--- src/rtl/ddr3_request_queue_if.sv ---
// Client request/response and controller command bus of ddr3_request_queue.
// slave: the queue itself; master: client plus controller side.
interface ddr3_request_queue_if #(
  parameter int unsigned ADDR_WIDTH = 26,
  parameter int unsigned DATA_WIDTH = 16
);
  // Client request channel
  logic                  req_valid;
  logic                  req_ready;
  logic                  req_we;
  logic [ADDR_WIDTH-1:0] req_addr;
  logic [DATA_WIDTH-1:0] req_wdata;

  // Client response channel
  logic                  rsp_valid;
  logic [DATA_WIDTH-1:0] rsp_data;
  logic                  rsp_timeout;

  // Controller command/data side
  logic [ADDR_WIDTH-1:0] addr;
  logic                  rd;
  logic                  wr;
  logic                  refresh;
  logic [DATA_WIDTH-1:0] din;
  logic [DATA_WIDTH-1:0] dout;
  logic                  data_ready;
  logic                  busy;

  logic [3:0]            refresh_backlog;

  modport slave (
    input  req_valid, req_we, req_addr, req_wdata, dout, data_ready, busy,
    output req_ready, rsp_valid, rsp_data, rsp_timeout,
           addr, rd, wr, refresh, din, refresh_backlog
  );

  modport master (
    output req_valid, req_we, req_addr, req_wdata, dout, data_ready, busy,
    input  req_ready, rsp_valid, rsp_data, rsp_timeout,
           addr, rd, wr, refresh, din, refresh_backlog
  );
endinterface

--- src/rtl/ddr3_request_queue.sv ---
// Request FIFO, one-at-a-time command issuer and refresh scheduler in front of ddr3_controller.
// Optional command/timeout statistics counters are built when DDR3_REQQ_STATS_EN is defined.
module ddr3_request_queue #(
  parameter int unsigned ADDR_WIDTH     = 26,
  parameter int unsigned DATA_WIDTH     = 16,
  parameter int unsigned DEPTH_LOG2     = 3,
  parameter int unsigned REFRESH_CYCLES = 780,
  parameter int unsigned ISSUE_HOLD     = 2,
  parameter int unsigned RD_TIMEOUT     = 64
) (
  input  logic                pclk,
  input  logic                reset,
  ddr3_request_queue_if.slave bus
`ifdef DDR3_REQQ_STATS_EN
  ,
  output logic [15:0]         stat_reads,
  output logic [15:0]         stat_writes,
  output logic [15:0]         stat_refreshes,
  output logic [15:0]         stat_timeouts
`endif
);

  localparam int unsigned DEPTH  = 1 << DEPTH_LOG2;
  localparam int unsigned PTR_W  = DEPTH_LOG2 + 1;
  localparam int unsigned REF_W  = $clog2(REFRESH_CYCLES + 1);
  localparam int unsigned TMO_W  = $clog2(RD_TIMEOUT + 1);
  localparam int unsigned HOLD_W = $clog2(ISSUE_HOLD + 1);
  localparam int unsigned BLOG_W = 4;
  localparam logic [BLOG_W-1:0] BLOG_MAX = BLOG_W'(8);

  typedef struct packed {
    logic                  we;
    logic [ADDR_WIDTH-1:0] addr;
    logic [DATA_WIDTH-1:0] wdata;
  } entry_t;

  typedef enum logic [1:0] {
    IDLE,
    HOLD,
    RD_WAIT
  } state_e;

  // ---------------------------------------------------------------- FIFO
  entry_t             mem_q [DEPTH];
  logic [PTR_W-1:0]   wr_ptr_q, wr_ptr_d;
  logic [PTR_W-1:0]   rd_ptr_q, rd_ptr_d;
  logic               req_ready_q;
  logic               full_d;
  logic               push;
  logic               pop;
  logic               empty;
  entry_t             head;
  entry_t             push_entry;

  assign push       = bus.req_valid && req_ready_q;
  assign empty      = (wr_ptr_q == rd_ptr_q);
  assign head       = mem_q[rd_ptr_q[DEPTH_LOG2-1:0]];
  assign push_entry = '{we: bus.req_we, addr: bus.req_addr, wdata: bus.req_wdata};
  assign wr_ptr_d   = wr_ptr_q + PTR_W'(push);
  assign rd_ptr_d   = rd_ptr_q + PTR_W'(pop);
  assign full_d     = (wr_ptr_d[DEPTH_LOG2-1:0] == rd_ptr_d[DEPTH_LOG2-1:0]) &&
                      (wr_ptr_d[DEPTH_LOG2] != rd_ptr_d[DEPTH_LOG2]);

  always_ff @(posedge pclk) begin
    if (push) begin
      mem_q[wr_ptr_q[DEPTH_LOG2-1:0]] <= push_entry;
    end
  end

  // req_ready is kept as a register that tracks the post-update fill level
  always_ff @(posedge pclk or posedge reset) begin
    if (reset) begin
      wr_ptr_q    <= '0;
      rd_ptr_q    <= '0;
      req_ready_q <= 1'b1;
    end else begin
      wr_ptr_q    <= wr_ptr_d;
      rd_ptr_q    <= rd_ptr_d;
      req_ready_q <= !full_d;
    end
  end

  // ------------------------------------------------------ refresh timer
  logic [REF_W-1:0]  ref_cnt_q, ref_cnt_d;
  logic [BLOG_W-1:0] backlog_q, backlog_d;
  logic              ref_tick;
  logic              ref_issue;

  assign ref_tick  = (ref_cnt_q == REF_W'(REFRESH_CYCLES - 1));
  assign ref_cnt_d = ref_tick ? '0 : ref_cnt_q + REF_W'(1);

  // A tick and an issue in the same cycle cancel out
  always_comb begin
    backlog_d = backlog_q;
    if (ref_tick && !ref_issue) begin
      if (backlog_q != BLOG_MAX) begin
        backlog_d = backlog_q + BLOG_W'(1);
      end
    end else if (!ref_tick && ref_issue) begin
      backlog_d = backlog_q - BLOG_W'(1);
    end
  end

  always_ff @(posedge pclk or posedge reset) begin
    if (reset) begin
      ref_cnt_q <= '0;
      backlog_q <= '0;
    end else begin
      ref_cnt_q <= ref_cnt_d;
      backlog_q <= backlog_d;
    end
  end

  // --------------------------------------------------------- issue FSM
  state_e                state_q, state_d;
  logic [HOLD_W-1:0]     hold_cnt_q, hold_cnt_d;
  logic [TMO_W-1:0]      tmo_cnt_q, tmo_cnt_d;
  logic [ADDR_WIDTH-1:0] addr_q, addr_d;
  logic [DATA_WIDTH-1:0] din_q, din_d;
  logic [DATA_WIDTH-1:0] rsp_data_q, rsp_data_d;
  logic                  rd_q, rd_d;
  logic                  wr_q, wr_d;
  logic                  refresh_q, refresh_d;
  logic                  rsp_valid_q, rsp_valid_d;
  logic                  rsp_timeout_q, rsp_timeout_d;

  always_ff @(posedge pclk or posedge reset) begin
    if (reset) begin
      state_q       <= IDLE;
      hold_cnt_q    <= '0;
      tmo_cnt_q     <= '0;
      addr_q        <= '0;
      din_q         <= '0;
      rsp_data_q    <= '0;
      rd_q          <= 1'b0;
      wr_q          <= 1'b0;
      refresh_q     <= 1'b0;
      rsp_valid_q   <= 1'b0;
      rsp_timeout_q <= 1'b0;
    end else begin
      state_q       <= state_d;
      hold_cnt_q    <= hold_cnt_d;
      tmo_cnt_q     <= tmo_cnt_d;
      addr_q        <= addr_d;
      din_q         <= din_d;
      rsp_data_q    <= rsp_data_d;
      rd_q          <= rd_d;
      wr_q          <= wr_d;
      refresh_q     <= refresh_d;
      rsp_valid_q   <= rsp_valid_d;
      rsp_timeout_q <= rsp_timeout_d;
    end
  end

  // Refresh wins over queued requests; only one command is ever outstanding
  always_comb begin
    state_d       = state_q;
    hold_cnt_d    = hold_cnt_q;
    tmo_cnt_d     = tmo_cnt_q;
    addr_d        = addr_q;
    din_d         = din_q;
    rsp_data_d    = rsp_data_q;
    rd_d          = 1'b0;
    wr_d          = 1'b0;
    refresh_d     = 1'b0;
    rsp_valid_d   = 1'b0;
    rsp_timeout_d = 1'b0;
    pop           = 1'b0;
    ref_issue     = 1'b0;

    unique case (state_q)
      IDLE: begin
        if (!bus.busy) begin
          if (backlog_q != '0) begin
            ref_issue  = 1'b1;
            refresh_d  = 1'b1;
            state_d    = HOLD;
            hold_cnt_d = HOLD_W'(ISSUE_HOLD - 1);
          end else if (!empty) begin
            pop    = 1'b1;
            addr_d = head.addr;
            din_d  = head.wdata;
            if (head.we) begin
              wr_d       = 1'b1;
              state_d    = HOLD;
              hold_cnt_d = HOLD_W'(ISSUE_HOLD - 1);
            end else begin
              rd_d      = 1'b1;
              state_d   = RD_WAIT;
              tmo_cnt_d = '0;
            end
          end
        end
      end

      HOLD: begin
        if (hold_cnt_q == '0) begin
          state_d = IDLE;
        end else begin
          hold_cnt_d = hold_cnt_q - HOLD_W'(1);
        end
      end

      RD_WAIT: begin
        if (bus.data_ready) begin
          rsp_data_d  = bus.dout;
          rsp_valid_d = 1'b1;
          state_d     = HOLD;
          hold_cnt_d  = HOLD_W'(ISSUE_HOLD - 1);
        end else if (tmo_cnt_q == TMO_W'(RD_TIMEOUT - 1)) begin
          rsp_timeout_d = 1'b1;
          state_d       = HOLD;
          hold_cnt_d    = HOLD_W'(ISSUE_HOLD - 1);
        end else begin
          tmo_cnt_d = tmo_cnt_q + TMO_W'(1);
        end
      end

      default: begin
        state_d = IDLE;
      end
    endcase
  end

  assign bus.req_ready       = req_ready_q;
  assign bus.rsp_valid       = rsp_valid_q;
  assign bus.rsp_data        = rsp_data_q;
  assign bus.rsp_timeout     = rsp_timeout_q;
  assign bus.addr            = addr_q;
  assign bus.din             = din_q;
  assign bus.rd              = rd_q;
  assign bus.wr              = wr_q;
  assign bus.refresh         = refresh_q;
  assign bus.refresh_backlog = backlog_q;

`ifdef DDR3_REQQ_STATS_EN
  // Saturating event counters, stepped by the same decisions that raise the pulses
  localparam logic [15:0] STAT_MAX = 16'hFFFF;

  logic [15:0] stat_reads_q;
  logic [15:0] stat_writes_q;
  logic [15:0] stat_refreshes_q;
  logic [15:0] stat_timeouts_q;

  always_ff @(posedge pclk or posedge reset) begin
    if (reset) begin
      stat_reads_q     <= '0;
      stat_writes_q    <= '0;
      stat_refreshes_q <= '0;
      stat_timeouts_q  <= '0;
    end else begin
      if (rd_d && (stat_reads_q != STAT_MAX)) begin
        stat_reads_q <= stat_reads_q + 16'd1;
      end
      if (wr_d && (stat_writes_q != STAT_MAX)) begin
        stat_writes_q <= stat_writes_q + 16'd1;
      end
      if (refresh_d && (stat_refreshes_q != STAT_MAX)) begin
        stat_refreshes_q <= stat_refreshes_q + 16'd1;
      end
      if (rsp_timeout_d && (stat_timeouts_q != STAT_MAX)) begin
        stat_timeouts_q <= stat_timeouts_q + 16'd1;
      end
    end
  end

  assign stat_reads     = stat_reads_q;
  assign stat_writes    = stat_writes_q;
  assign stat_refreshes = stat_refreshes_q;
  assign stat_timeouts  = stat_timeouts_q;
`endif

endmodule

--- src/flat_wrapper.sv ---
// flat-port wrapper written by rule: the top's interface ports become plain ports
module ddr3_request_queue_flat 
#(
  parameter int unsigned ADDR_WIDTH     = 26,
  parameter int unsigned DATA_WIDTH     = 16,
  parameter int unsigned DEPTH_LOG2     = 3,
  parameter int unsigned REFRESH_CYCLES = 780,
  parameter int unsigned ISSUE_HOLD     = 2,
  parameter int unsigned RD_TIMEOUT     = 64
)
  (pclk, reset, bus_req_valid, bus_req_we, bus_req_addr, bus_req_wdata, bus_dout, bus_data_ready, bus_busy, bus_req_ready, bus_rsp_valid, bus_rsp_data, bus_rsp_timeout, bus_addr, bus_rd, bus_wr, bus_refresh, bus_din, bus_refresh_backlog);
  ddr3_request_queue_if #(.ADDR_WIDTH(ADDR_WIDTH), .DATA_WIDTH(DATA_WIDTH)) bus_i ();
  input  logic pclk;
  input  logic reset;
  input wire logic [$bits(bus_i.req_valid)-1:0] bus_req_valid;
  input wire logic [$bits(bus_i.req_we)-1:0] bus_req_we;
  input wire logic [$bits(bus_i.req_addr)-1:0] bus_req_addr;
  input wire logic [$bits(bus_i.req_wdata)-1:0] bus_req_wdata;
  input wire logic [$bits(bus_i.dout)-1:0] bus_dout;
  input wire logic [$bits(bus_i.data_ready)-1:0] bus_data_ready;
  input wire logic [$bits(bus_i.busy)-1:0] bus_busy;
  output wire logic [$bits(bus_i.req_ready)-1:0] bus_req_ready;
  output wire logic [$bits(bus_i.rsp_valid)-1:0] bus_rsp_valid;
  output wire logic [$bits(bus_i.rsp_data)-1:0] bus_rsp_data;
  output wire logic [$bits(bus_i.rsp_timeout)-1:0] bus_rsp_timeout;
  output wire logic [$bits(bus_i.addr)-1:0] bus_addr;
  output wire logic [$bits(bus_i.rd)-1:0] bus_rd;
  output wire logic [$bits(bus_i.wr)-1:0] bus_wr;
  output wire logic [$bits(bus_i.refresh)-1:0] bus_refresh;
  output wire logic [$bits(bus_i.din)-1:0] bus_din;
  output wire logic [$bits(bus_i.refresh_backlog)-1:0] bus_refresh_backlog;
  assign bus_i.req_valid = bus_req_valid;
  assign bus_i.req_we = bus_req_we;
  assign bus_i.req_addr = bus_req_addr;
  assign bus_i.req_wdata = bus_req_wdata;
  assign bus_i.dout = bus_dout;
  assign bus_i.data_ready = bus_data_ready;
  assign bus_i.busy = bus_busy;
  assign bus_req_ready = bus_i.req_ready;
  assign bus_rsp_valid = bus_i.rsp_valid;
  assign bus_rsp_data = bus_i.rsp_data;
  assign bus_rsp_timeout = bus_i.rsp_timeout;
  assign bus_addr = bus_i.addr;
  assign bus_rd = bus_i.rd;
  assign bus_wr = bus_i.wr;
  assign bus_refresh = bus_i.refresh;
  assign bus_din = bus_i.din;
  assign bus_refresh_backlog = bus_i.refresh_backlog;
  ddr3_request_queue #(.ADDR_WIDTH(ADDR_WIDTH), .DATA_WIDTH(DATA_WIDTH), .DEPTH_LOG2(DEPTH_LOG2), .REFRESH_CYCLES(REFRESH_CYCLES), .ISSUE_HOLD(ISSUE_HOLD), .RD_TIMEOUT(RD_TIMEOUT)) u_core (.pclk(pclk), .reset(reset), .bus(bus_i));
endmodule
--- config.mk ---
export PLATFORM = sky130hd
export DESIGN_NAME = ddr3_request_queue_flat
export DESIGN_NICKNAME = d
export VERILOG_FILES = /design/src/rtl/ddr3_request_queue_if.sv /design/src/rtl/ddr3_request_queue.sv /design/src/flat_wrapper.sv
export SDC_FILE = /design/constraint.sdc
export NUM_CORES = 1
export LEC_CHECK = 0
export CAP_MARGIN = 25
export CORE_UTILIZATION = 62
export DETAILED_ROUTE_END_ITERATION = 6
export PLACE_DENSITY = 0.84
export SYNTH_ARGS = -nofsm -noshare
export SYNTH_HDL_FRONTEND = slang
export SYNTH_SLANG_ARGS = --single-unit
--- constraint.sdc ---
create_clock -name pclk -period 8 [get_ports pclk]
set_clock_uncertainty 0.2 [all_clocks]
set_input_delay 2 -clock pclk [delete_from_list [all_inputs] [get_ports pclk]]
set_output_delay 2 -clock pclk [all_outputs]
set_load 0.05 [all_outputs]
=== Word level (Yosys, flattened, before mapping) ===
Memories as Yosys holds them, arrays and structs flattened.
Cells that the tools add are included.
Widths: inputs -> output; s select.

* Bitwise logic cells: 3
* Div/mod/pow operators: 0
* Shifts and indexed selects: 0
* Multiplexer cells: 49
* Reductions and logical operators: 19
* Order comparisons: 0
* Eq/ne operators: 20
* Add/sub/neg operators: 7
* Multiply operators: 0

{| class="wikitable"
|+ Operators by type and width
! kind !! count
|-
| $mux 7 || 6
|-
| $mux 1 || 24
|-
| $mux 2 || 12
|-
| $ne 2x2->1 const B || 8
|-
| $pmux 7 s2 || 1
|-
| $mux 4 || 3
|-
| $pmux 2 s3 || 2
|-
| $add 10x1->10 const B || 1
|-
| $eq 10x10->1 const B || 1
|-
| $mux 10 || 1
|-
| $add 4x1->4 || 2
|-
| $reduce_and 4->1 || 2
|-
| $add 7x1->7 const B || 1
|-
| $eq 7x6->1 const B || 1
|-
| $reduce_and 7->1 || 1
|-
| $reduce_and 6->1 || 1
|-
| $add 4x1->4 const B || 1
|-
| $eq 4x4->1 || 1
|-
| $logic_and 1x1->1 || 4
|-
| $logic_not 2->1 || 2
|-
| $ne 4x4->1 const B || 1
|-
| $reduce_and 2->1 || 2
|-
| $reduce_bool 2->1 || 2
|-
| $reduce_bool 4->1 || 1
|-
| 13 further kinds || 17
|}

* Bits of input ports: 64
* Bits in latches: 0
* Register bits after elaboration: 97
* Memory bits (writable): 344
* Output and inout port bits: 68
* Logic and storage cells: 115
* Bits in read-only memories: 0
* Memories: 1

{| class="wikitable"
|+ Memory list
! name !! depth !! bits a word !! rd ports !! clocked after memory_dff !! write ports !! RTL line !! text
|-
| u_core.mem_q || 8 || 43 || 1 || 0 || 1 || ddr3_request_queue.sv:44 || <nowiki>entry_t mem_q [DEPTH];</nowiki>
|}

=== Longest topological paths before layout ===
Gate-level depths: netlist of run 1.

* Word-level depth: 9
* Gate-level depth with buffers: 12

=== Least setup slack after synthesis of run 1 ===
No wires, ideal clock.

* Kind: input-to-reg
* Start point: input port bus_req_valid
* End point: memory u_core.mem_q[0][0] in the netlist's numbering (enable)
* Slack: 2102 ps
* Library setup time: 497 ps
* Buffers on the path: 0
* Cell stages on the path: 3
* Arrival time: 5201 ps
* Data required time: 7303 ps
* Path through: and2_1 nand2b_1 nor3_1

* Word-level cells in the longest chain between the ends: 3

{| class="wikitable"
|+ RTL lines
! item !! RTL line !! text
|-
| start: declaration || flat_wrapper.sv:15 || <nowiki>input wire logic [$bits(bus_i.req_valid)-1:0] bus_req_valid;</nowiki>
|-
| $logic_and 1x1->1 || ddr3_request_queue.sv:55 || <nowiki>assign push = bus.req_valid && req_ready_q;</nowiki>
|-
| $mux 1 || ddr3_request_queue.sv:65 || <nowiki>if (push) begin</nowiki>
|-
| $mux 1 (not written as such) || ddr3_request_queue.sv:66 || <nowiki>mem_q[wr_ptr_q[DEPTH_LOG2-1:0]] <= push_entry;</nowiki>
|-
| end: declaration || ddr3_request_queue.sv:44 ||
|}

Every way passes these cells.

=== Worst setup path after layout of run 1 ===
* Start point: input port bus_busy
* End point: register u_core.backlog_q[3] (netlist: u_core.bus.refresh_backlog[3])

* Word-level cells in the longest chain between the ends: 6

{| class="wikitable"
|+ RTL lines
! item !! RTL line !! text
|-
| start: declaration || flat_wrapper.sv:21 || <nowiki>input wire logic [$bits(bus_i.busy)-1:0] bus_busy;</nowiki>
|-
| $mux 1 * || ddr3_request_queue.sv:173 || <nowiki>if (!bus.busy) begin</nowiki>
|-
| $mux 1 * || ddr3_request_queue.sv:171 || <nowiki>unique case (state_q)</nowiki>
|-
| $logic_not 1->1 || ddr3_request_queue.sv:95 || <nowiki>if (ref_tick && !ref_issue) begin</nowiki>
|-
| $logic_and 1x1->1 || ddr3_request_queue.sv:95 ||
|-
| $ne 2x2->1 (no line) or $reduce_bool 2->1 (tied branches) || - ||
|-
| $reduce_and 2->1 (no line) || - ||
|-
| end signal: assignment || ddr3_request_queue.sv:110 || <nowiki>backlog_q <= backlog_d;</nowiki>
|-
| end: declaration || ddr3_request_queue.sv:85 || <nowiki>logic [BLOG_W-1:0] backlog_q, backlog_d;</nowiki>
|}

Every way passes the cells marked *; elsewhere a longest branch is shown, timed or not.
A chain may end at the register's enable or synchronous reset.

==> flow_metrics.env, run 1 <==
export IMPL_outcome="complete, no violations"
export IMPL_cp_max_fo=6
export IMPL_die_width_um=167.3
export IMPL_slew_headroom=0.3012
export IMPL_crit_top_cell="o21ai_0"
export IMPL_irDropWorstVdd_uv=237.3
export IMPL_cts_resized=0
export IMPL_drt_drc_violations_left=0
export IMPL_ys_async_sr_fraction=0.2200
export IMPL_setup_slack_ns=3.647
export IMPL_cts_buffers=42
export IMPL_port_buffers=131
export IMPL_maxCapViolations=0
export IMPL_n_antenna_cell=0
export IMPL_cpMaxStageDelayCell="clkdlybuf4s50_1"
export IMPL_via_count=8672
export IMPL_fmax_mhz=229.7
export IMPL_setup_tns_ns=0
export IMPL_power_leakage_uw=0.006881
export IMPL_worstMarginPinSlew_ns=1.048
export IMPL_firstDrtPassIters=5
export IMPL_n_fill_cell=1469
export IMPL_final_common_cell="edfxtp_1"
export IMPL_grt_usage=0.2511
export IMPL_end_kind="flip-flop"
export IMPL_cts_sinks=441
export IMPL_drive_gt1_frac=0.1836
export IMPL_final_nets=1088
export IMPL_start_util=0.6304
export IMPL_dpl_hpwl_um=18390
export IMPL_clk_pin_slew_ns=0.06
export IMPL_clock_latency_ns=0.54
export IMPL_setup_viol=0
export IMPL_synth_cell_types=55
export IMPL_syn_inst=865
export IMPL_syn2layout_area_growth_pct=18.18
export IMPL_grt_pass1_wl_um=52520
export IMPL_overflow=0
export IMPL_ys_seq_area_frac=0.7531
export IMPL_synth_nets=939
export IMPL_layout_common_cells="344 x edfxtp_1, 131 x clkdlybuf4s50_1, 93 x dfrtp_1"
export IMPL_ant_nets=0
export IMPL_antenna_found_initial=1
export IMPL_timing_final_crit_share=0.5441
export IMPL_hold_buffers=0
export IMPL_dp_slack_ns=2.854
export IMPL_rsz0062_at_grt="no"
export IMPL_core_area_um2=26880
export IMPL_synth_warnings=0
export IMPL_die_area_um2=27990
export IMPL_num_io_pins=132
export IMPL_synth_top_area_frac=0.6097
export IMPL_finalHoldViolations=0
export IMPL_synth_area_leaders="edfxtp_1 61%, dfrtp_1 14%, mux4_2 11%, mux2i_1 2.8%, nand2_1 1.2%"
export IMPL_gp_congestion=0.7935
export IMPL_fp_row_count=60
export IMPL_clockBufferDepth=3
export IMPL_drtIter0Drc=755
export IMPL_grt_pass1_vias=9191
export IMPL_root_buffer="clkbuf_16"
export IMPL_arrival_ns=4.56
export IMPL_worstSetupPathType="input pin to flip-flop"
export IMPL_synth_edf_count=344
export IMPL_yosysTopAreaCell="edfxtp_1"
export IMPL_slew_viol_final=0
export IMPL_crit_chain="clkdlybuf4s50_1 > or3_1 > o21ai_0 > ha_1 > a21o_1 > a21oi_1 > nand3_1 > a31oi_1 > o21ai_0"
export IMPL_max_stage_delay_ns=0.48
export IMPL_htree_levels=2
export IMPL_synth_avg_cell_area_um2=19.59
export IMPL_cp_data_required_time_ns=8.20
export IMPL_syn_cell_area_um2=16940
export IMPL_start_kind="input pin"
export IMPL_cts_tree="built"
export IMPL_post_route_util=0.7449
export IMPL_die_height_um=167.3
export IMPL_post_cts_buffers=0
export IMPL_totalWireLength_um=34100
export IMPL_finalPower_uw=7305
export IMPL_grt_max_degree=87
export IMPL_ys_ff_latch=441
export IMPL_fin_crit_ns=4.353
export IMPL_p_per_area_nw_per_um2=364.9
export IMPL_synth_main_ff_cell="edfxtp_1"
export IMPL_hp_class="flip-flop to flip-flop"
export IMPL_avgViaCountPerCell=6.252
export IMPL_post_drt_wl_per_cell_um=24.59
## routing by layer
layer	global-route usage	up-vias	wire length, µm
li1	-	3728	-
met3	0.04396	82	2360
met5	0	-	13
met1	0.3312	4485	13150
met4	0.09174	2	1026
met2	0.4255	375	17550
## sequential cells by signal, indices dropped and copies added (netlist names)
| signal | cells |
|---|---|
| u_core.bus.rd | 1 |
| u_core.tmo_cnt_q | 7 |
| u_core.hold_cnt_q | 2 |
| u_core.bus.refresh | 1 |
| u_core.bus.addr | 26 |
| u_core.bus.wr | 1 |
| u_core.bus.rsp_timeout | 1 |
| u_core.bus.rsp_data | 16 |
| u_core.bus.refresh_backlog | 4 |
| u_core.state_q | 2 |
| u_core.bus.rsp_valid | 1 |
| u_core.rd_ptr_q | 4 |
| u_core.wr_ptr_q | 4 |
| u_core.ref_cnt_q | 10 |
| u_core.bus.req_ready | 1 |
| u_core.mem_q | 344 |
| u_core.bus.din | 16 |
## worst max-delay path, delay by kind of cell
| family | cells | cell delay (ns) |
|---|---|---|
| buffers and inverters | 1 | 0.48 |
| AND/OR/NAND/NOR | 2 | 0.62 |
| adder cells (fa/ha/maj) | 1 | 0.32 |
| AO/OA/AOI/OAI | 5 | 1.14 |
## cells by family after synthesis
logic type,Yosys count,synth area share
DFF,441,0.7531
muxes,151,0.1533
and+or+nand+nor,120,0.03420
AOI/OAI and AO/OA,73,0.02585
buffers and inverters,47,0.01381
xor gates and xnor gates,23,0.01189
adders and majority gates,10,0.007829
## synth_stat cells, types with 2 or more instances
library cell  number
edfxtp_1         344
nor3_1             7
and4_1             2
clkbuf_1          12
xor2_1            13
and3_1             3
clkbuf_2           2
ha_1               9
mux4_2            85
o21ai_0           15
mux2_2            18
inv_1              7
buf_1              2
dfrtp_1           96
buf_2             20
a21oi_1            4
buf_6              4
mux2i_1           48
o21ai_1           30
o21a_1             3
o31ai_1            2
nand2_1           55
xnor2_1           10
or3_1              3
a211o_1            2
nand3_1           10
o22ai_1            2
nand2b_1           4
nor2_1            20
and2_1             4
a21o_1             4
nor2b_1            2
## stage by stage
stage / hold WS (ns) / instances / instance area, µm²
2_1_floorplan: 0.2479 / 865 / 16940
3_3_place_gp: 0.2625 / 1309 / 18630
3_5_place_dp: 0.2698 / 1309 / 18630
4_1_cts: 0.2874 / 1385 / 20000
5_1_grt: 0.3044 / 1387 / 20020
6_report: 0.2813 / 1387 / 20020
## where the power goes
| part | total, µW | switching (µW) | internal, µW |
|---|---|---|---|
| sequential | 3240 | 287 | 2950 |
| combinational | 2080 | 1250 | 837 |
| clock | 1980 | 820 | 1160 |
## path summary, 6_finish.rpt
kind	startpoint	end	slack, ns	cells after the start
max in group asynchronous	reset	u_core.rd_ptr_q[2]$_DFF_PP0_	4.76	3
max reg2reg	u_core.rd_ptr_q[2]$_DFF_PP0_	u_core.bus.req_ready$_DFF_PP1_	4.18	9
max	bus_busy	u_core.bus.refresh_backlog[3]$_DFFE_PP0P_	3.65	9
min reg2reg	u_core.bus.din[13]$_DFFE_PP0P_	u_core.bus.din[13]$_DFFE_PP0P_	0.28	2
min in group asynchronous	reset	u_core.bus.rsp_valid$_DFF_PP0_	1.78	2
min	u_core.bus.din[13]$_DFFE_PP0P_	u_core.bus.din[13]$_DFFE_PP0P_	0.28	2
## cell type report
cell class / count / area (µm²) / share of cell area
repair buffers: 145 / 1424 / 0.07112
well taps: 341 / 426.7 / 0.02131
multi-input cells: 377 / 4006 / 0.2001
flip-flops and latches: 441 / 12770 / 0.6378
inverters: 7 / 28.78 / 0.001437
clock inverters: 19 / 226.5 / 0.01131
clock buffers: 57 / 1139 / 0.05687
Note: power is estimated with default switching activity, not from simulation.
==> run 2, diff against run 1 <==
- CORE_UTILIZATION: 62 -> 58
- PLACE_DENSITY: 0.84 -> 0.79
- clock period: 8 -> 4.2 ns (I/O delays scaled with it)
==> flow_metrics.env, run 2 (synthesis gave the netlist of run 1 again) <==
export IMPL_grt_pass1_wl_um=52120
export IMPL_totalWireLength_um=33120
export IMPL_irDropWorstVdd_uv=546.6
export IMPL_rrSetupSlack_ns=1.06
export IMPL_post_drt_wl_per_cell_um=23.03
export IMPL_hold_buffers=0
export IMPL_path_buf_inv=1
export IMPL_hp_start="u_core.bus.addr[0]$_DFFE_PP0P_"
export IMPL_root_buffer="clkbuf_16"
export IMPL_n_fill_cell=1783
export IMPL_overflow=0
export IMPL_die_width_um=172.9
export IMPL_num_io_pins=132
export IMPL_dr_wl_met3_um=1982
export IMPL_ant_nets=0
export IMPL_grt_max_degree=90
export IMPL_wl_met2_um=17050
export IMPL_seqCellArea_um2=12770
export IMPL_antenna_found_initial=1
export IMPL_start_util=0.5902
export IMPL_gp_congestion=0.7973
export IMPL_die_height_um=172.9
export IMPL_setup_tns_ns=0
export IMPL_cts_buffers=43
export IMPL_clk_pin_slew_ns=0.06
export IMPL_holdPathStages=2
export IMPL_fmax_mhz=296.6
export IMPL_holdWs_ns=0.2810
export IMPL_final_nets=1094
export IMPL_slew_viol_final=0
export IMPL_setup_slack_ns=0.8280
export IMPL_crit_chain="clkdlybuf4s50_1 > or3_1 > o21ai_0 > ha_1 > a21o_1 > a21oi_1 > nand3_1 > a31oi_1 > o21ai_0"
export IMPL_fp_row_count=62
export IMPL_power_leakage_uw=0.006926
export IMPL_htree_levels=2
export IMPL_grt_usage=0.2323
export IMPL_start_kind="input pin"
export IMPL_multi_input_area_um2=4019
export IMPL_cts_tree="built"
export IMPL_end_kind="flip-flop"
export IMPL_post_cts_buffers=0
export IMPL_layout_common_cells="344 x edfxtp_1, 131 x clkdlybuf4s50_1, 93 x dfrtp_1"
export IMPL_cp_max_fo=6
export IMPL_rr_startpoint="u_core.wr_ptr_q[2]$_DFF_PP0_"
export IMPL_dp_cells=1359
export IMPL_r2r_end="u_core.bus.req_ready$_DFF_PP1_"
export IMPL_clock_latency_ns=0.54
export IMPL_ff2ff_path_depth=9
export IMPL_port_buffers=131
export IMPL_cts_sinks=441
export IMPL_grt_pass1_vias=8984
export IMPL_cts_resized=0
export IMPL_cpLargestDelayFamily="compound AO/OA/AOI/OAI gates"
export IMPL_dp_slack_ns=0.2982
export IMPL_drt_drc_violations_left=0
export IMPL_dpl_hpwl_um=18270
export IMPL_worstMarginPinSlew_ns=1.006
export IMPL_avgViaCountPerCell=5.922
export IMPL_worstSetupPathType="input pin to flip-flop"
export IMPL_drtIter0Drc=753
export IMPL_finalHoldViolations=0
export IMPL_hp_class="flip-flop to flip-flop"
export IMPL_timing_final_crit_share=0.8029
export IMPL_final_common_cell="edfxtp_1"
export IMPL_arrival_ns=3.57
export IMPL_outcome="complete, no violations"
export IMPL_syn2layout_area_growth_pct=19.11
export IMPL_crit_top_cell="o21ai_0"
export IMPL_rsz0062_at_grt="no"
export IMPL_firstDrtPassIters=5
export IMPL_die_area_um2=29900
export IMPL_cpMaxStageDelayCell="clkdlybuf4s50_1"
export IMPL_clockBufferDepth=3
export IMPL_slew_headroom=0.3294
export IMPL_fin_crit_ns=3.372
export IMPL_wl_met1_um=13220
export IMPL_setup_viol=0
export IMPL_largest_reg_flops=344
export IMPL_max_stage_delay_ns=0.46
export IMPL_core_area_um2=28700
export IMPL_via_count=8516
export IMPL_hold_end="u_core.bus.addr[0]$_DFFE_PP0P_"
export IMPL_drive_gt1_frac=0.1860
export IMPL_p_per_area_nw_per_um2=682.8
export IMPL_maxCapViolations=0
export IMPL_fin_cells=1438
export IMPL_routed_top_layer="met5"
export IMPL_cp_data_required_time_ns=4.40
export IMPL_n_antenna_cell=0
==> run 2: cell types whose count changed in the layout (fill, tap and decap cells not counted), sizes merged <==
cell      delta
clkinv       -2
buf          +5
bufinv       -4
clkbuf      +10
inv          +1
clkinvlp     -2
==> run 2: worst max-delay path by stage <==
stage	slack, ns	depth (start not counted)	to	startpoint
after floorplan	0.41	3	u_core.mem_q[4][0]$_DFFE_PP_	bus_req_valid
after global placement	0.45	9	u_core.bus.refresh_backlog[3]$_DFFE_PP0P_	bus_busy
after detailed placement	0.30	9	u_core.bus.refresh_backlog[3]$_DFFE_PP0P_	bus_busy
after CTS	0.84	9	u_core.bus.refresh_backlog[3]$_DFFE_PP0P_	bus_busy
after global routing	0.62	9	u_core.bus.refresh_backlog[3]$_DFFE_PP0P_	bus_busy
final	0.83	9	u_core.bus.refresh_backlog[3]$_DFFE_PP0P_	bus_busy
==> run 2: worst register-to-register path: cells and delay by family (launching register included) <==
family        cells  cell delay, ns
xor+xnor          3            0.57
fa+ha+maj         2            0.41
buf+inv           1            0.04
simple gates      3            1.33
flops             1            0.51
==> run 2: layout make-up <==
type,count,share of cell area
repair buffers,150,0.07701
multi-input cells,377,0.1992
clock buffers,67,0.06077
flip-flops and latches,441,0.6328
well taps,384,0.02381
clock inverters,12,0.004961
inverters,7,0.001426
==> run 2: stage by stage <==
stage	power, µW	instance area (µm²)	util
after global placement	10120	18850	0.6568
after global routing	14360	20180	0.7030
after floorplan	8875	16950	-
final	13780	20180	0.7030
after detailed placement	10240	18850	0.6568
after CTS	13910	20180	0.7030
==> run 2: routing by layer <==
metal	global-route usage	up-vias
met1	0.3085	4376
met2	0.3940	320
li1	-	3746
met3	0.04200	72
met4	0.07559	2
met5	0	-
==> run 2: report_power, final <==
group          leakage (µW)  total (µW)  internal [µW]  switching (µW)
combinational       0.00191        4120           1650            2480
sequential          0.00437        6040           5620             420
clock              0.000649        3620           2080            1540
